**src/rtl/univ_shift_reg.sv**
```systemverilog
// ---------------------------------------------------------------------------
// univ_shift_reg
//   Parametrised universal shift register. Supports hold, parallel load and
//   clear, logical/arithmetic shifts and rotates, and a burst mode that
//   repeats a latched shift operation N times under FSM control. The serial
//   add/sub datapath uses the burst mode to stream operands in and results
//   out one bit per cycle.
//
// Parameters
//   WIDTH  register width (>= 2)
//   CNT_W  burst count width (2**CNT_W > WIDTH)
//
// Ports
//   clk     rising-edge clock
//   reset   synchronous active-high reset
//   en      clock enable; low freezes everything (done forced low)
//   mode    operation select:
//             000 HOLD, 001 SHL, 010 SHR, 011 ROL,
//             100 ROR,  101 LOAD, 110 ASR, 111 CLR
//   d       parallel load data
//   sin_l   serial input entering at the MSB on right shifts
//   sin_r   serial input entering at the LSB on left shifts
//   start   burst request, sampled in IDLE together with nshift
//   nshift  number of shifts in the burst
//   q       register contents
//   sout_l  q[WIDTH-1]
//   sout_r  q[0]
//   busy    registered, high while a burst is running
//   done    registered, one-cycle pulse when a burst completes
// ---------------------------------------------------------------------------
module univ_shift_reg #(
    parameter int WIDTH = 8,
    parameter int CNT_W = 4
) (
    input  logic             clk,
    input  logic             reset,
    input  logic             en,
    input  logic [2:0]       mode,
    input  logic [WIDTH-1:0] d,
    input  logic             sin_l,
    input  logic             sin_r,
    input  logic             start,
    input  logic [CNT_W-1:0] nshift,
    output logic [WIDTH-1:0] q,
    output logic             sout_l,
    output logic             sout_r,
    output logic             busy,
    output logic             done
);

    localparam logic [2:0] M_HOLD = 3'b000;
    localparam logic [2:0] M_SHL  = 3'b001;
    localparam logic [2:0] M_SHR  = 3'b010;
    localparam logic [2:0] M_ROL  = 3'b011;
    localparam logic [2:0] M_ROR  = 3'b100;
    localparam logic [2:0] M_LOAD = 3'b101;
    localparam logic [2:0] M_ASR  = 3'b110;
    localparam logic [2:0] M_CLR  = 3'b111;

    typedef enum logic {
        ST_IDLE  = 1'b0,
        ST_BURST = 1'b1
    } state_t;

    state_t           state_q, state_d;
    logic [WIDTH-1:0] q_q, q_d;
    logic [CNT_W-1:0] cnt_q, cnt_d;
    logic [2:0]       mode_lat_q, mode_lat_d;
    logic             busy_q, busy_d;
    logic             done_q, done_d;

    // One step of the selected operation applied to the current contents.
    function automatic logic [WIDTH-1:0] apply_op(
        input logic [2:0]       op,
        input logic [WIDTH-1:0] cur,
        input logic [WIDTH-1:0] ld,
        input logic             in_l,
        input logic             in_r
    );
        logic [WIDTH-1:0] res;
        res = cur;
        case (op)
            M_HOLD: res = cur;
            M_SHL:  res = {cur[WIDTH-2:0], in_r};
            M_SHR:  res = {in_l, cur[WIDTH-1:1]};
            M_ROL:  res = {cur[WIDTH-2:0], cur[WIDTH-1]};
            M_ROR:  res = {cur[0], cur[WIDTH-1:1]};
            M_LOAD: res = ld;
            M_ASR:  res = {cur[WIDTH-1], cur[WIDTH-1:1]};
            M_CLR:  res = '0;
            default: res = cur;
        endcase
        return res;
    endfunction

    // Only shifting/rotating modes make sense to repeat in a burst.
    function automatic logic is_shift(input logic [2:0] op);
        return (op == M_SHL) || (op == M_SHR) || (op == M_ROL) ||
               (op == M_ROR) || (op == M_ASR);
    endfunction

    always_comb begin
        state_d    = state_q;
        q_d        = q_q;
        cnt_d      = cnt_q;
        mode_lat_d = mode_lat_q;
        busy_d     = busy_q;
        done_d     = 1'b0;

        if (en) begin
            case (state_q)
                ST_IDLE: begin
                    if (start && is_shift(mode)) begin
                        // The accepting edge only captures the request; q holds.
                        mode_lat_d = mode;
                        cnt_d      = nshift;
                        if (nshift == '0) begin
                            done_d = 1'b1;
                        end else begin
                            state_d = ST_BURST;
                            busy_d  = 1'b1;
                        end
                    end else begin
                        q_d = apply_op(mode, q_q, d, sin_l, sin_r);
                    end
                end
                ST_BURST: begin
                    q_d   = apply_op(mode_lat_q, q_q, d, sin_l, sin_r);
                    cnt_d = cnt_q - CNT_W'(1);
                    if (cnt_q == CNT_W'(1)) begin
                        state_d = ST_IDLE;
                        busy_d  = 1'b0;
                        done_d  = 1'b1;
                    end
                end
                default: begin
                    state_d = ST_IDLE;
                    busy_d  = 1'b0;
                end
            endcase
        end
    end

    always_ff @(posedge clk) begin
        if (reset) begin
            state_q    <= ST_IDLE;
            q_q        <= '0;
            cnt_q      <= '0;
            mode_lat_q <= M_HOLD;
            busy_q     <= 1'b0;
            done_q     <= 1'b0;
        end else begin
            state_q    <= state_d;
            q_q        <= q_d;
            cnt_q      <= cnt_d;
            mode_lat_q <= mode_lat_d;
            busy_q     <= busy_d;
            done_q     <= done_d;
        end
    end

    assign q      = q_q;
    assign sout_l = q_q[WIDTH-1];
    assign sout_r = q_q[0];
    assign busy   = busy_q;
    assign done   = done_q;

endmodule

```
**config.mk**
```make
export PLATFORM = sky130hd
export DESIGN_NAME = univ_shift_reg
export DESIGN_NICKNAME = d
export VERILOG_FILES = /design/src/rtl/univ_shift_reg.sv
export SDC_FILE = /design/constraint.sdc
export NUM_CORES = 1
export LEC_CHECK = 0
export CAP_MARGIN = 40
export CORE_UTILIZATION = 36
export DETAILED_ROUTE_END_ITERATION = 8
export RECOVER_POWER = 50
export SYNTH_ARGS = -nofsm -noshare
export SYNTH_HDL_FRONTEND = slang
export SYNTH_SLANG_ARGS = --single-unit
```
**constraint.sdc**
```tcl
create_clock -name clk -period 1.45 [get_ports clk]
set_input_delay 0.2175 -clock clk [delete_from_list [all_inputs] [get_ports clk]]
set_output_delay 0.2175 -clock clk [all_outputs]
set_load 0.02 [all_outputs]
```
==> implementation parameters, run 1 <==
Parameter                              Value

Logic synthesis
  Synth Net Count    199
  Mean post-synth cell area    8.147 sq um
  Sequential-to-total area share from yosys stat    0.2513
  Number of register bits inferred by synthesis    18
  Share of async-settable or async-resettable flops after synthesis    0
  Most instantiated flip-flop cell in the synthesis netlist    sky130_fd_sc_hd__dfxtp_1
  Mapped Area    1434 sq um
  EDFF count, synth    0
  Ys Warns    0
  Synth cell types    45
  Post-Synthesis Cells    176

Floorplanning
  Row cnt    22
  Floorplan die width    65.11 um
  Core box area    3744 sq um
  Top-Level Pins    33
  Vert. Die Dim    65.11 um
  Die area    4239 sq um
  Initial Utilization    0.3830

Placed design
  Half-perimeter wire length after placement    3262 um
  Count of buffers inserted at the top-level ports    32
  Gpl congestion    0.8908

Layout
  Synthesis-to-layout area growth    48.78%
  Share of final-layout standard cells stronger than drive strength 1    0.2926
  Commonest cells after routing, fill and taps aside    sky130_fd_sc_hd__buf_4 (31), sky130_fd_sc_hd__dfxtp_1 (16), sky130_fd_sc_hd__clkdlybuf4s50_1 (16)
  Final standard cell utilization of the core    0.5699
  Diodes inserted    0
  Final net count    253
  Leading cell type in the layout, fill and taps excluded    sky130_fd_sc_hd__buf_4

GRT
  Antenna violations before repair    0
  Global Route Usage Sum    0.2252
  Vias in the first global route    1592
  Wire length of the first global-routing pass    7355 um
  Sum of overflow across all layers after global routing    0
  Maximum number of pins on one net before global-route repair    20

Setup path
  Critical path required time    1.61 ns
  Maximum net fanout on the critical path    8
  Worst Setup Start Kind    input port
  R2R Setup Slk    0.05 ns
  WS Path Type    in2reg
  CP Data Arrival Time    1.58 ns
  Element type at the critical path end    flip-flop

Routing
  First-pass detailed-route iteration total    4
  DR vias    1660
  Via/cell ratio    5.993
  Post-detailed-route count of antenna-violating nets    0
  DR iter-0 viols    129
  Routed wire length    4592 um
  Wirelength per Cell    16.58 um
  Count of unresolved DRC violations after routing    0

Timing
  Number of setup violations in the final report    0
  Max-slew violations    0
  Max transition margin    0.7259
  Post-route minimum period    1.422 ns
  Final Hold Viols    0
  Fmax    0.7032 GHz
  Final sum of negative setup slack    0 ns
  Transition time of the tightest slew-check pin    0.4056 ns
  Final hold slack    0.4286 ns
  RSZ-0062 raised after global routing    yes
  Final period util    0.9807
  Final clock skew    0.004832 ns

Clock network
  Buffer cell driving the clock tree root    sky130_fd_sc_hd__clkbuf_8
  Number of levels in the clock H-tree    1
  Clock transition at the registers of the reported paths    0.08 ns
  Clock latency on the worst-skew pair    0.26 ns
  Maximum root-to-sink buffer count    2
  CTS tree    done
  CTS buffer count    3
  Clock Sink Count    18
  Number of hold-repair buffers added at the cts stage    0

Power and ir drop
  Psw    0.0005198 W
  Seq pwr share    0.365
  Maximum vdd drop    0.0004481 V
  Gate power share    0.363
  Standby leakage power    0.7860 nW
  Fraction of power consumed by the clock network    0.272
  Pwr/cell area    738.0 nW/um^2
  Internal portion of total power    0.001055 W
  Share of total power consumed by net switching    0.3302

Job
  MaxCap Viol Count    0

Status
  Outcome    complete, no violations

Worst hold path
  Min-delay worst type    in2reg
-- worst paths after layout --
kind / endpoint / cells past startpoint / start
worst min register to register: busy / 2 / busy
worst max-delay path: mode_lat_q[0] / 6 / mode[0]
worst max register to register: q[6] / 5 / state_q
worst min-delay path: mode_lat_q[2] / 3 / mode[2]
-- synth_stat cells, types with 2 or more instances --
library cell               instances  share of area
sky130_fd_sc_hd__o221ai_1          2          0.012
sky130_fd_sc_hd__buf_2             9          0.031
sky130_fd_sc_hd__nor2_1            8          0.021
sky130_fd_sc_hd__mux2i_1           6          0.042
sky130_fd_sc_hd__nand3_1           4          0.014
sky130_fd_sc_hd__nor4_1            2         0.0087
sky130_fd_sc_hd__ha_1              2          0.017
sky130_fd_sc_hd__nand4b_1         12          0.073
sky130_fd_sc_hd__o31ai_1           4          0.021
sky130_fd_sc_hd__a311oi_1          4          0.024
sky130_fd_sc_hd__nand2_1          12          0.031
sky130_fd_sc_hd__a21boi_0          2          0.010
sky130_fd_sc_hd__o221a_2           2          0.016
sky130_fd_sc_hd__nand2b_1          4          0.017
sky130_fd_sc_hd__o21ai_0           6          0.021
sky130_fd_sc_hd__nand3b_1          2          0.010
sky130_fd_sc_hd__a22oi_1           3          0.016
sky130_fd_sc_hd__a221oi_1          2          0.012
sky130_fd_sc_hd__clkbuf_1          4          0.010
sky130_fd_sc_hd__a21oi_1          15          0.052
sky130_fd_sc_hd__nor2b_1           3          0.013
sky130_fd_sc_hd__buf_4             4          0.021
sky130_fd_sc_hd__dfxtp_1          18           0.25
sky130_fd_sc_hd__nor3_1            3          0.010
sky130_fd_sc_hd__inv_1            11          0.029
sky130_fd_sc_hd__o311ai_0         11          0.067
sky130_fd_sc_hd__a211oi_1          3          0.016
-- per-stage QoR --
step	instances	setup WS (ns)	total power [W]	instance area [sq um]
after global placement	271	-0.5039	0.001117	2004
final	277	0.02798	0.001574	2133
after CTS	277	0.002318	0.001550	2083
after global routing	277	-0.01398	0.001665	2133
after detailed placement	271	-0.5903	0.001130	2004
after floorplan	176	0.03208	0.0008755	1445
-- power by group through the flow --
stage	combinational (W)	sequential (W)	clock, W
floorplan	0.000276	0.000599	0
global placement	0.000534	0.000582	0
detailed placement	0.000544	0.000586	0
CTS	0.000539	0.000573	0.000439
global route	0.000616	0.000581	0.000467
finish	0.000571	0.000575	0.000428
-- routing by layer --
layer	part of all wire	wire, um	GRT usage	up-vias
met5	0	0	0	-
li1	-	-	-	781
met4	0.014	63	0.05707	0
met1	0.42	1947	0.2566	816
met2	0.52	2390	0.4232	53
met3	0.042	191	0.04514	10
-- timing repair --
| item | CTS | global route |
|---|---|---|
| setup buffers | 2 | 0 |
| pin swaps | 4 | 6 |
| resized for setup | 27 | 21 |
| setup endpoints to repair | 28 | 10 |
-- worst max-delay path, stage by stage --
cell and delay, ns:
sky130_fd_sc_hd__clkdlybuf4s15_2 0.26, sky130_fd_sc_hd__and2_4 0.21, sky130_fd_sc_hd__or4_4 0.54, sky130_fd_sc_hd__buf_4 0.16
sky130_fd_sc_hd__mux2i_1 0.13, sky130_fd_sc_hd__nor2_1 0.05
-- layout make-up --
| type | instances | area, sq um |
|---|---|---|
| clock buffer | 4 | 55.05 |
| fill | 374 | 1610 |
| multi-input combinational | 128 | 1012 |
| inverter | 12 | 45.04 |
| timing repair buffer | 67 | 595.6 |
| tap | 48 | 60.06 |
| sequential | 18 | 365.4 |
-- registers in the layout (all words and copies together) (netlist names) --
| register | count |
|---|---|
| busy | 1 |
| q | 8 |
| done | 1 |
| state_q | 1 |
| cnt_q | 4 |
| mode_lat_q | 3 |
-- cell families (layout without fill, tap and decap cells) --
logic type	after synthesis	count (layout)	share of synthesized area
adders and majority gates	2	2	0.01745
DFF	18	18	0.2513
AOI/OAI and AO/OA	62	62	0.3447
muxes	7	7	0.04974
and+or+nand+nor	56	56	0.2339
xor gates and xnor gates	1	1	0.006109
buffers and inverters	30	83	0.09685
(Power assumes the default switching activity.)
==> run 2, diff against run 1 <==
--- a/config.mk
+++ b/config.mk
@@ -8,6 +8,7 @@
 export CAP_MARGIN = 40
 export CORE_UTILIZATION = 36
 export DETAILED_ROUTE_END_ITERATION = 8
+export GPL_TIMING_DRIVEN = 0
 export RECOVER_POWER = 50
 export SYNTH_ARGS = -nofsm -noshare
 export SYNTH_HDL_FRONTEND = slang
==> run 2 against run 1 <==
Net effect: power down 0.34%; combinational power down 2%; count of clock-buffer cells in the layout unchanged; sequential power about the same; clock power up 0.9%.
==> implementation parameters, run 2 (synthesized netlist as in run 1, its figures left out) <==
Parameter                              Value

Layout
  Commonest cells after routing, fill and taps aside    sky130_fd_sc_hd__clkdlybuf4s50_1 (16), sky130_fd_sc_hd__dfxtp_1 (15), sky130_fd_sc_hd__buf_4 (13), sky130_fd_sc_hd__a21oi_1 (13), sky130_fd_sc_hd__nand4b_1 (12)
  Final standard cell utilization of the core    0.5511 (-0.01872)
  Filler cells    365 (-2.4%)
  Leading cell type in the layout, fill and taps excluded    sky130_fd_sc_hd__clkdlybuf4s50_1
  Final net count    241 (-4.7%)
  Share of final-layout standard cells stronger than drive strength 1    0.2811 (-0.01147)
  Synthesis-to-layout area growth    43.89%
  Flip-flop count of the largest register, all copies and words added    8 (unchanged)
  Diodes inserted    0 (unchanged)

Timing
  RSZ-0062 raised after global routing    yes
  Final Hold Viols    0 (unchanged)
  Max transition margin    0.6352 (-0.09070)
  Max-slew violations    0 (unchanged)
  Final period util    0.9846 (+0.003900)
  Number of setup violations in the final report    0 (unchanged)
  Transition time of the tightest slew-check pin    0.5472 ns (+0.1416 ns)
  Post-route minimum period    1.428 ns (+0.005655 ns)
  Final hold slack    0.2956 ns (-0.1330 ns)
  Setup ws final    0.02233 ns (-0.005655 ns)
  Final clock skew    0.005565 ns (+0.0007328 ns)
  Fmax    0.7004 GHz (-0.40%)

Setup path
  Slowest library cell on the worst path    sky130_fd_sc_hd__or4_4
  CP Data Arrival Time    1.62 ns (+0.04 ns)
  Critical register-to-register path startpoint    state_q
  Critical Path Source    state_q
  WS Path Type    reg2reg
  Stage delay of the slowest cell on the critical path    0.46 ns (-0.08 ns)
  Critical path required time    1.64 ns (+0.03 ns)
  Worst-path cell chain    nand2b_4 > or4_4 > or2_4 > a21oi_2
  CP top delay family    simple AND/OR/NAND/NOR gates
  Element type at the critical path end    flip-flop
  Buffers plus inverters on the worst setup path    0 (-2)
  Worst Setup Start Kind    flip-flop
  Maximum net fanout on the critical path    8 (unchanged)

Floorplanning
  Vert. Die Dim    65.11 um (unchanged)
  Top-Level Pins    33 (unchanged)
  Die area    4239 sq um (unchanged)
  Initial Utilization    0.3830 (unchanged)
  Core box area    3744 sq um (unchanged)
  Floorplan die width    65.11 um (unchanged)
  Row cnt    22 (unchanged)

GRT
  Vias in the first global route    1488 (-6.5%)
  Maximum number of pins on one net before global-route repair    11 (-45%)
  Antenna violations before repair    0 (unchanged)
  Wire length of the first global-routing pass    7245 um (-1.5%)
  Sum of overflow across all layers after global routing    0 (unchanged)
  Global Route Usage Sum    0.2224 (-0.002730)

Clock network
  Maximum root-to-sink buffer count    2 (unchanged)
  CTS buffer count    3 (unchanged)
  Clock transition at the registers of the reported paths    0.08 ns (about the same)
  Clock latency on the worst-skew pair    0.26 ns (about the same)
  Buffer cell driving the clock tree root    sky130_fd_sc_hd__clkbuf_8
  Number of levels in the clock H-tree    1 (unchanged)
  CTS tree    done
  Clock Sink Count    18 (unchanged)

Power and ir drop
  Seq pwr share    0.367 (+0.002)
  Standby leakage power    0.7280 nW (-7.4%)
  Pwr/cell area    760.5 nW/um^2 (+3.0%)
  Gate power share    0.357 (-0.006)
  Fraction of power consumed by the clock network    0.276 (+0.004)
  Share of total power consumed by net switching    0.3332 (+0.003003)
  Psw    0.0005227 W (+0.57%)
  Internal portion of total power    0.001046 W (-0.78%)
  Maximum vdd drop    0.0004464 V (-0.38%)

Routing
  First-pass detailed-route iteration total    4 (unchanged)
  Wirelength per Cell    17.21 um (+3.8%)
  Routed wire length    4560 um (-0.70%)
  Post-detailed-route count of antenna-violating nets    0 (unchanged)
  DR vias    1600 (-3.6%)
  Count of unresolved DRC violations after routing    0 (unchanged)
  Via/cell ratio    6.038 (+0.75%)
  DR iter-0 viols    93 (-28%)

Status
  Outcome    complete, no violations

Placed design
  Gpl congestion    0.8547 (-4.1%)
  Setup WS pre-CTS    -0.6238 ns (-0.03345 ns)
  Half-perimeter wire length after placement    3209 um (-1.6%)
  Count of buffers inserted at the top-level ports    30 (-6.3%)

Worst hold path
  Hold Startpoint    en
  Min-delay worst type    in2reg

Job
  MaxCap Viol Count    0 (unchanged)
## run 2: cell types whose count changed in the layout (fill, tap and decap cells not counted), moves of 3 or more
cell / delta
sky130_fd_sc_hd__a311oi_1: +3
sky130_fd_sc_hd__o311ai_0: +5
sky130_fd_sc_hd__o311ai_1: -4
sky130_fd_sc_hd__clkbuf_2: +4
sky130_fd_sc_hd__a311oi_2: -3
sky130_fd_sc_hd__buf_4: -18
## run 2: power by group through the flow
stage	clock, W	sequential, W	combinational [W]
global route	0.000466	0.000582	0.000608
global placement	0	0.000580	0.000476
CTS	0.000449	0.000574	0.000517
finish	0.000432	0.000576	0.000561
floorplan	0	0.000599	0.000276
detailed placement	0	0.000582	0.000486
## run 2: timing repair
action                     in CTS  in global routing
gates resized for setup        40                 29
cloned                          0                  0
setup endpoints to repair      28                 13
pin swaps                       4                  5
setup buffers                   4                  5
hold buffers                    0                  0
## run 2: worst reg2reg max path, delay by kind of cell (launching register included)
kind,cells,cell delay (ns)
AND/OR/NAND/NOR,3,0.87
flip-flops,1,0.38
AO/OA/AOI/OAI,1,0.12
## run 2: area by class of cell
type                    count  area (sq um)  share of cell area
plain buffers              16         113.9             0.05518
clock buffers               4         55.05             0.02668
inverters                  12         45.04             0.02183
multi-input cells         128          1039              0.5033
flip-flops and latches     18         369.1              0.1789
well taps                  48         60.06             0.02911
repair buffers             39         381.6              0.1850
## run 2: worst paths after layout
kind | cells past startpoint | slack [ns] | endpoint
worst max-delay path | 4 | 0.02 | state_q
worst min-delay path | 3 | 0.30 | mode_lat_q[1]
worst max register to register | 4 | 0.02 | state_q
worst min register to register | 2 | 0.48 | busy
## run 2: stage by stage
stage               cell area, sq um  TNS (ns)   power, W  std cells
global route                    2063   -0.2316   0.001656        265
detailed placement              1805    -8.852   0.001068        254
finish                          2063         0   0.001569        265
CTS                             1979   -0.1360   0.001539        262
global placement                1805    -8.324   0.001056        254
floorplan                       1445         0  0.0008755        176
## run 2: layer usage
layer	part of all wire	global-route usage	up-vias
met5	0	0	-
met4	0.015	0.07880	0
met3	0.067	0.04688	11
met2	0.50	0.3841	69
met1	0.42	0.2709	762
li1	-	-	758
